$ cat src/rtl/fft_bitrev_reorder.sv
// fft_bitrev_reorder: ping-pong buffer that turns bit-reversed FFT bins into natural order.
// Optional macro FFT_REORDER_LAST_CHECK_EN adds the sticky err_frame framing check on s_last.
`timescale 1ns/1ps
`default_nettype none

package fft_pkg;
  localparam int DATA_WIDTH = 16;
  typedef struct packed {
    logic [DATA_WIDTH-1:0] re;
    logic [DATA_WIDTH-1:0] im;
  } complex_t;
endpackage

// +--------------------------------------------------------------------------+
// | fft_bitrev_reorder - bit-reversed to natural order reorder buffer        |
// | Revision: 1.0                                                            |
// +--------------------------------------------------------------------------+
module fft_bitrev_reorder #(
  parameter int N_POINTS   = 16,
  parameter int DATA_WIDTH = fft_pkg::DATA_WIDTH,
  parameter int LOG2N      = $clog2(N_POINTS)
) (
  input  logic                    clk,
  input  logic                    rst_n,
  input  logic                    s_valid,
  output logic                    s_ready,
  input  logic [2*DATA_WIDTH-1:0] s_data,
  input  logic                    s_last,
  output logic                    m_valid,
  input  logic                    m_ready,
  output logic [2*DATA_WIDTH-1:0] m_data,
  output logic                    m_last
`ifdef FFT_REORDER_LAST_CHECK_EN
  ,
  output logic                    err_frame
`endif
);

  localparam logic [LOG2N-1:0] c_LAST_IDX = LOG2N'(N_POINTS - 1);

  logic [2*DATA_WIDTH-1:0] mem_q [2][N_POINTS];

  logic [LOG2N-1:0] wr_cnt_q, wr_cnt_d;
  logic [LOG2N-1:0] rd_cnt_q, rd_cnt_d;
  logic             wr_bank_q, wr_bank_d;
  logic             rd_bank_q, rd_bank_d;
  logic [1:0]       full_q, full_d;

  logic             w_wr_fire;
  logic             w_rd_fire;
  logic [LOG2N-1:0] w_rd_addr;

  assign s_ready   = ~full_q[wr_bank_q];
  assign m_valid   = full_q[rd_bank_q];
  assign w_wr_fire = s_valid & s_ready;
  assign w_rd_fire = m_valid & m_ready;

  for (genvar gi = 0; gi < LOG2N; gi++) begin : g_bitrev
    assign w_rd_addr[gi] = rd_cnt_q[LOG2N-1-gi];
  end

  assign m_data = m_valid ? mem_q[rd_bank_q][w_rd_addr] : '0;
  assign m_last = m_valid & (rd_cnt_q == c_LAST_IDX);

  // Set and clear of full can land in the same cycle; they always hit different banks.
  always_comb begin
    wr_cnt_d  = wr_cnt_q;
    rd_cnt_d  = rd_cnt_q;
    wr_bank_d = wr_bank_q;
    rd_bank_d = rd_bank_q;
    full_d    = full_q;
    if (w_wr_fire) begin
      wr_cnt_d = wr_cnt_q + LOG2N'(1);
      if (wr_cnt_q == c_LAST_IDX) begin
        full_d[wr_bank_q] = 1'b1;
        wr_bank_d         = ~wr_bank_q;
      end
    end
    if (w_rd_fire) begin
      rd_cnt_d = rd_cnt_q + LOG2N'(1);
      if (rd_cnt_q == c_LAST_IDX) begin
        full_d[rd_bank_q] = 1'b0;
        rd_bank_d         = ~rd_bank_q;
      end
    end
  end

  always_ff @(posedge clk or negedge rst_n) begin
    if (!rst_n) begin
      wr_cnt_q  <= '0;
      rd_cnt_q  <= '0;
      wr_bank_q <= 1'b0;
      rd_bank_q <= 1'b0;
      full_q    <= 2'b00;
    end else begin
      wr_cnt_q  <= wr_cnt_d;
      rd_cnt_q  <= rd_cnt_d;
      wr_bank_q <= wr_bank_d;
      rd_bank_q <= rd_bank_d;
      full_q    <= full_d;
    end
  end

  always_ff @(posedge clk) begin
    if (w_wr_fire) begin
      mem_q[wr_bank_q][wr_cnt_q] <= s_data;
    end
  end

`ifdef FFT_REORDER_LAST_CHECK_EN
  logic err_frame_q, err_frame_d;

  assign err_frame_d = err_frame_q | (w_wr_fire & (s_last != (wr_cnt_q == c_LAST_IDX)));
  assign err_frame   = err_frame_q;

  always_ff @(posedge clk or negedge rst_n) begin
    if (!rst_n) begin
      err_frame_q <= 1'b0;
    end else begin
      err_frame_q <= err_frame_d;
    end
  end
`else
  logic w_unused_s_last;
  assign w_unused_s_last = s_last;
`endif

endmodule

`default_nettype wire
$ cat config.mk
export PLATFORM = sky130hd
export DESIGN_NAME = fft_bitrev_reorder
export DESIGN_NICKNAME = d
export VERILOG_FILES = /design/src/rtl/fft_bitrev_reorder.sv
export SDC_FILE = /design/constraint.sdc
export NUM_CORES = 1
export LEC_CHECK = 0
export CAP_MARGIN = 20
export CORE_AREA = 2 2 347 434
export CTS_CLUSTER_DIAMETER = 30
export DETAILED_ROUTE_END_ITERATION = 10
export DIE_AREA = 0 0 349 436
export GPL_ROUTABILITY_DRIVEN = 0
export PLACE_DENSITY = 0.41
export SKIP_LAST_GASP = 1
export SYNTH_ARGS = -nofsm -noshare
export SYNTH_HDL_FRONTEND = slang
export SYNTH_SLANG_ARGS = --single-unit
$ cat constraint.sdc
create_clock -name clk -period 9.87 [get_ports clk]
set_input_delay 2.4675 -clock clk [delete_from_list [all_inputs] [get_ports clk]]
set_output_delay 2.4675 -clock clk [all_outputs]
set_load 0.02 [all_outputs]
After elaboration in Yosys (flattened, before gate mapping)
Memories as Yosys holds them, arrays and structs flattened.
Cells that the tools add are included.
W data, S select, Z words.
- magnitude comparators: 7
- bitwise operators: 11
- reductions and logical operators: 5
- $add $sub $neg: 2
- multiplexer cells: 20
- eq/ne operators: 2
- operators with widths (operator ; number):
    $mux W512 ; 1
    $bmux W32 S4 ; 1
    $demux W32 S4 ; 1
    $mux W32 ; 4
    $ge A5 B5 Y1 const B ; 2
    $not A4 Y5 ; 2
    $add A4 B1 Y4 const B ; 2
    $eq A4 B4 Y1 const B ; 2
    $mux W2 ; 4
    $mux W1 ; 7
    $lt A5 B1 Y1 const B ; 1
    $lt A1 B2 Y1 const B ; 2
    $reduce_and A2 Y1 ; 2
    $and A1 B1 Y1 ; 3
    $logic_and A1 B1 Y1 ; 3
    $not A1 Y1 ; 3
    $and A2 B2 Y2 ; 1
    $demux W1 S1 ; 2
    $ge A1 B1 Y1 const B ; 2
    $not A2 Y2 ; 1
    $or A2 B2 Y2 ; 1
- memory bits (writable): 1024
- word-level logic and storage cells: 53
- flip-flop bits (word level): 12
- memories kept: 1
- input port bits: 37
- output and inout port bits: 35
- memories (name ; words ; width ; rd ports ; clocked after Yosys merged registers in ; write ports ; line ; source):
    mem_q ; 2 ; 512 ; 1 ; 0 ; 1 ; 41 ; logic [2*DATA_WIDTH-1:0] mem_q [2][N_POINTS];

Logic depth before layout (Yosys ltp)
- word-level depth: 10
- depth in mapped cells: 8
- mapped depth without buffers: 5

Worst setup path before layout
No wires, ideal clock.
- path type: in2reg
- start: in s_valid
- end: mem mem_q[0][100] (netlist name) (enable)
- stages: 4
- buffers on the path: 1
- slack: 4.208 ns
- arrival time: 5.201 ns
- required time: 9.409 ns
- cell sequence: and2_1 -> clkbuf_1 -> nand2_1 -> nor3_1
- longest elaborated chain between the ends: 3
- RTL lines (item ; line ; source):
    start: declaration ; 25 ; input logic s_valid,
    $and A1 B1 Y1 ; 55 ; assign w_wr_fire = s_valid & s_ready;
    $mux W1 ; 105 ; if (w_wr_fire) begin
    $mux W512 (not written as such) ; 106 ; mem_q[wr_bank_q][wr_cnt_q] <= s_data;
    end: declaration ; 41 ;
Every way passes these cells.

Worst setup path in the final report
- start: reg rd_cnt_q[2]
- end: out m_data[20]
- longest elaborated chain between the ends: 5
- RTL lines (item ; line ; source):
    start: declaration ; 44 ; logic [LOG2N-1:0] rd_cnt_q, rd_cnt_d;
    start signal: assignment ; 97 ; rd_cnt_q <= rd_cnt_d;
    $not A4 Y5 (not written as such) ; 62 ; assign m_data = m_valid ? mem_q[rd_bank_q][w_rd_addr] : '0;
    $bmux W32 S4 ; 62 ;
    $mux W32 (not written as such) (2 in series) ; 62 ;
    $mux W32 ; 62 ;
    end: declaration ; 31 ; output logic [2*DATA_WIDTH-1:0] m_data,
Every way passes these cells. The select of a mux whose other input is x is not followed.

==> impl_metrics.tcl <==
set metrics [dict create \
    worst-path-stages 6 \
    powerDensity_nw_per_um2 289 \
    utilization 0.331 \
    timing.rr.start "wr_bank_q$_DFFE_PN0P_" \
    finalNonFillerCells 4020 \
    hold_path_class "reg -> reg" \
    dr.pass1.iters 5 \
    whs_ps 570 \
    cts_tree "yes" \
    finalCriticalPeriod_ps 7230 \
    synth_seq_cells 1036 \
    slowest_stage "clkdlybuf4s50_1" \
    min_delay_path_depth 1 \
    cp-start-kind "flip-flop" \
    hold_start "wr_cnt_q[3]$_DFFE_PN0N_" \
    dp.cells 3694 \
    areaGrowthSynthToFinish_pct 23.5 \
    multi_input_area_um2 8300 \
    fmax_mhz 138 \
    critPathKind "reg -> out" \
    async_reset_ff_frac 0.0116 \
    path_cells "buf_4 > and2b_2 > buf_4 > a22oi_1 > a31oi_1 > clkdlybuf4s50_1" \
    worst_ep_arrival_time_ps 4770 \
    grt_max_degree 90 \
    seq_area_frac_synth 0.781 \
    outcome "finished, final reports clean" \
    drtAntennaViolNets 0 \
    synthTopCellsByArea "edfxtp_1, mux4_2, mux2i_1" \
    synth.distinct_cells 42 \
    slew_headroom 0.274 \
    grt_pass1_wl_um 150000 \
    fp-row-count 158 \
    regArea_um2 31100 \
    fillers 13800 \
    die-area_um2 152000 \
    dp_hpwl_um 58500 \
    h-tree-depth 4 \
    clock_path_buffers 3 \
    drt_iter0_markers 1398 \
    antenna_found_initial 4 \
    wl_per_cell_um 26.4 \
    yosys_warnings 0 \
    drc 0 \
    tightest_slew_ps 1090 \
    ir_drop_v 0.000157 \
    die_w_um 349 \
    final_hold_viol_count 0 \
    synth_edf_count 1024 \
    r2r_cells 4 \
    setup-violations-final 0 \
    core_um2 148000 \
    cts.sinks 1036 \
    finalCritPeriodShare 0.733 \
    synth_largest_area_cell "edfxtp_1" \
    synthDominantCellAreaShare 0.774 \
    crit_buf_inv 3 \
    finalMaxSlewViolations 0 \
    hold_path_end "wr_cnt_q[3]$_DFFE_PN0N_" \
    fin_tns_setup_ps 0 \
    clock_latency_ps 770 \
    ys.flop_type "edfxtp_1" \
    path_max_fanout 43 \
    grt-ovfl-total 0 \
    ios 72 \
    grt_usage 0.140 \
    via_per_inst 4.68 \
    path_delay_family "buffers and inverters" \
    cpMostUsedCell "buf_4" \
    drv_cap 0 \
    cts-buffers-inserted 161 \
    nets 2004 \
    ff2ff_setup_slack_ps 6050 \
    initial_utilization 0.268 \
    synth_fp_nets 1790 \
    postCtsSetupBuffers 0 \
    synthCells 1748 \
    synth_area_per_cell_um2 22.7 \
    clockRootBuffer "clkbuf_16" \
    required_ps 7400 \
    port-buffer-count 70 \
    vias 18800 \
    layout-drive-gt1-share 0.301 \
    end_kind "output port" \
    fin_worst_skew_ps 18.5 \
    syn_area_um2 39700 \
    cts_resized 0 \
    grt_pass1_vias 20200 \
    cts_hold_buf 0 \
    wirelength_um 106000 \
    dieHeight_um 436 \
    rsz0062_at_grt "no" \
    rr_endpoint "mem_q[1][146]$_DFFE_PP_" \
    clkTransAtPathRegs_ps 50 \
    cp_slowest_stage_delay_ps 740 \
    leakage_nw 15.3 \
]
-- cells by family after synthesis --
kind of cell / Yosys count / share of synthesized area
DFF: 1036 / 0.781
muxes: 354 / 0.159
AOI/OAI and AO/OA: 164 / 0.0311
buffers and inverters: 111 / 0.0170
and+or+nand+nor: 71 / 0.00818
xor gates and xnor gates: 7 / 0.00154
adders and majority gates: 5 / 0.00157
-- placed cells by master, fill, tap and decap left out, types with 6 or more instances in the layout --
master,synthesis,routed
inv_6,0,23
clkinv_2,0,24
nand2_1,10,10
clkbuf_16,0,167
buf_8,1,13
mux4_2,223,223
clkinvlp_4,0,19
buf_16,0,9
clkinv_4,0,13
clkdlybuf4s50_1,0,70
clkinv_8,0,8
a221oi_1,31,31
clkbuf_1,45,7
nand3_1,7,7
nor2_4,0,29
o21ai_1,30,30
a31oi_1,31,31
clkinv_1,0,18
xnor2_1,6,6
dfrtp_1,12,7
a22oi_1,31,31
bufinv_16,0,18
a221o_1,31,31
edfxtp_1,1024,1024
mux2i_1,129,128
buf_4,27,56
-- stage by stage --
step	total power, W	instance area [um^2]	setup slack [ps]
2_1_floorplan	0.00732	39700	4210
3_3_place_gp	0.00865	43000	3300
3_5_place_dp	0.00868	43000	3250
4_1_cts	0.0144	48500	2400
5_1_grt	0.0148	49100	2360
6_report	0.0142	49100	2640
-- worst reg2reg max path: stages (launching register included) --
cell and delay [ps]:
dfrtp_1 590, mux2i_1 700, nand3_1 800, nor2_4 860
buf_4 470
-- cell type report --
type,count,share of cell area
clock inverters,131,0.0298
diodes,1,0.0000510
clock buffers,169,0.0831
well taps,1920,0.0489
flip-flops and latches,1036,0.633
inverters,6,0.000510
multi-input cells,601,0.169
repair buffers,156,0.0356
-- metal layers --
metal | vias to the layer above | GRT usage | part of all wire
li1 | 7977 | - | -
met1 | 10300 | 0.174 | 0.42
met2 | 408 | 0.245 | 0.52
met3 | 155 | 0.0278 | 0.039
met4 | 4 | 0.0406 | 0.022
met5 | - | 0 | 0.00020
-- worst max-delay path by stage --
stage / start / slack, ps / to
floorplan: s_valid / 4210 / mem_q[0][100]$_DFFE_PP_
global placement: rd_bank_q$_DFFE_PN0P_ / 3300 / m_data[26]
detailed placement: rd_bank_q$_DFFE_PN0P_ / 3250 / m_data[26]
CTS: rd_bank_q$_DFFE_PN0P_ / 2400 / m_data[26]
global route: rd_bank_q$_DFFE_PN0P_ / 2360 / m_data[9]
finish: rd_cnt_q[2]$_DFFE_PN0P_ / 2640 / m_data[20]
-- sequential cells by signal, summed over array words and instances (netlist names) --
signal     flops
rd_cnt_q       4
full_q         2
wr_bank_q      1
wr_cnt_q       4
rd_bank_q      1
mem_q       1024
-- power by group --
part / switching (W) / internal (W) / leakage [nW]
Combinational: 0.00194 / 0.00132 / 3.30
Clock: 0.00216 / 0.00354 / 2.66
Sequential: 0.000161 / 0.00508 / 9.36
-- cells in the mapped netlist (5+ instances only) --
cell type and n:
edfxtp_1 1024, mux4_2 223, a221o_1 31, a22oi_1 31, a31oi_1 31, nand2_1 10
buf_6 9, inv_1 6, mux2i_1 129, dfrtp_1 12, nand3_1 7, xnor2_1 6
buf_4 27, clkbuf_1 45, a221oi_1 31, buf_2 14, o21ai_1 30, ha_1 5
nor3_1 5, nor2_1 32
No activity file was read; power rests on OpenSTA's default activity.
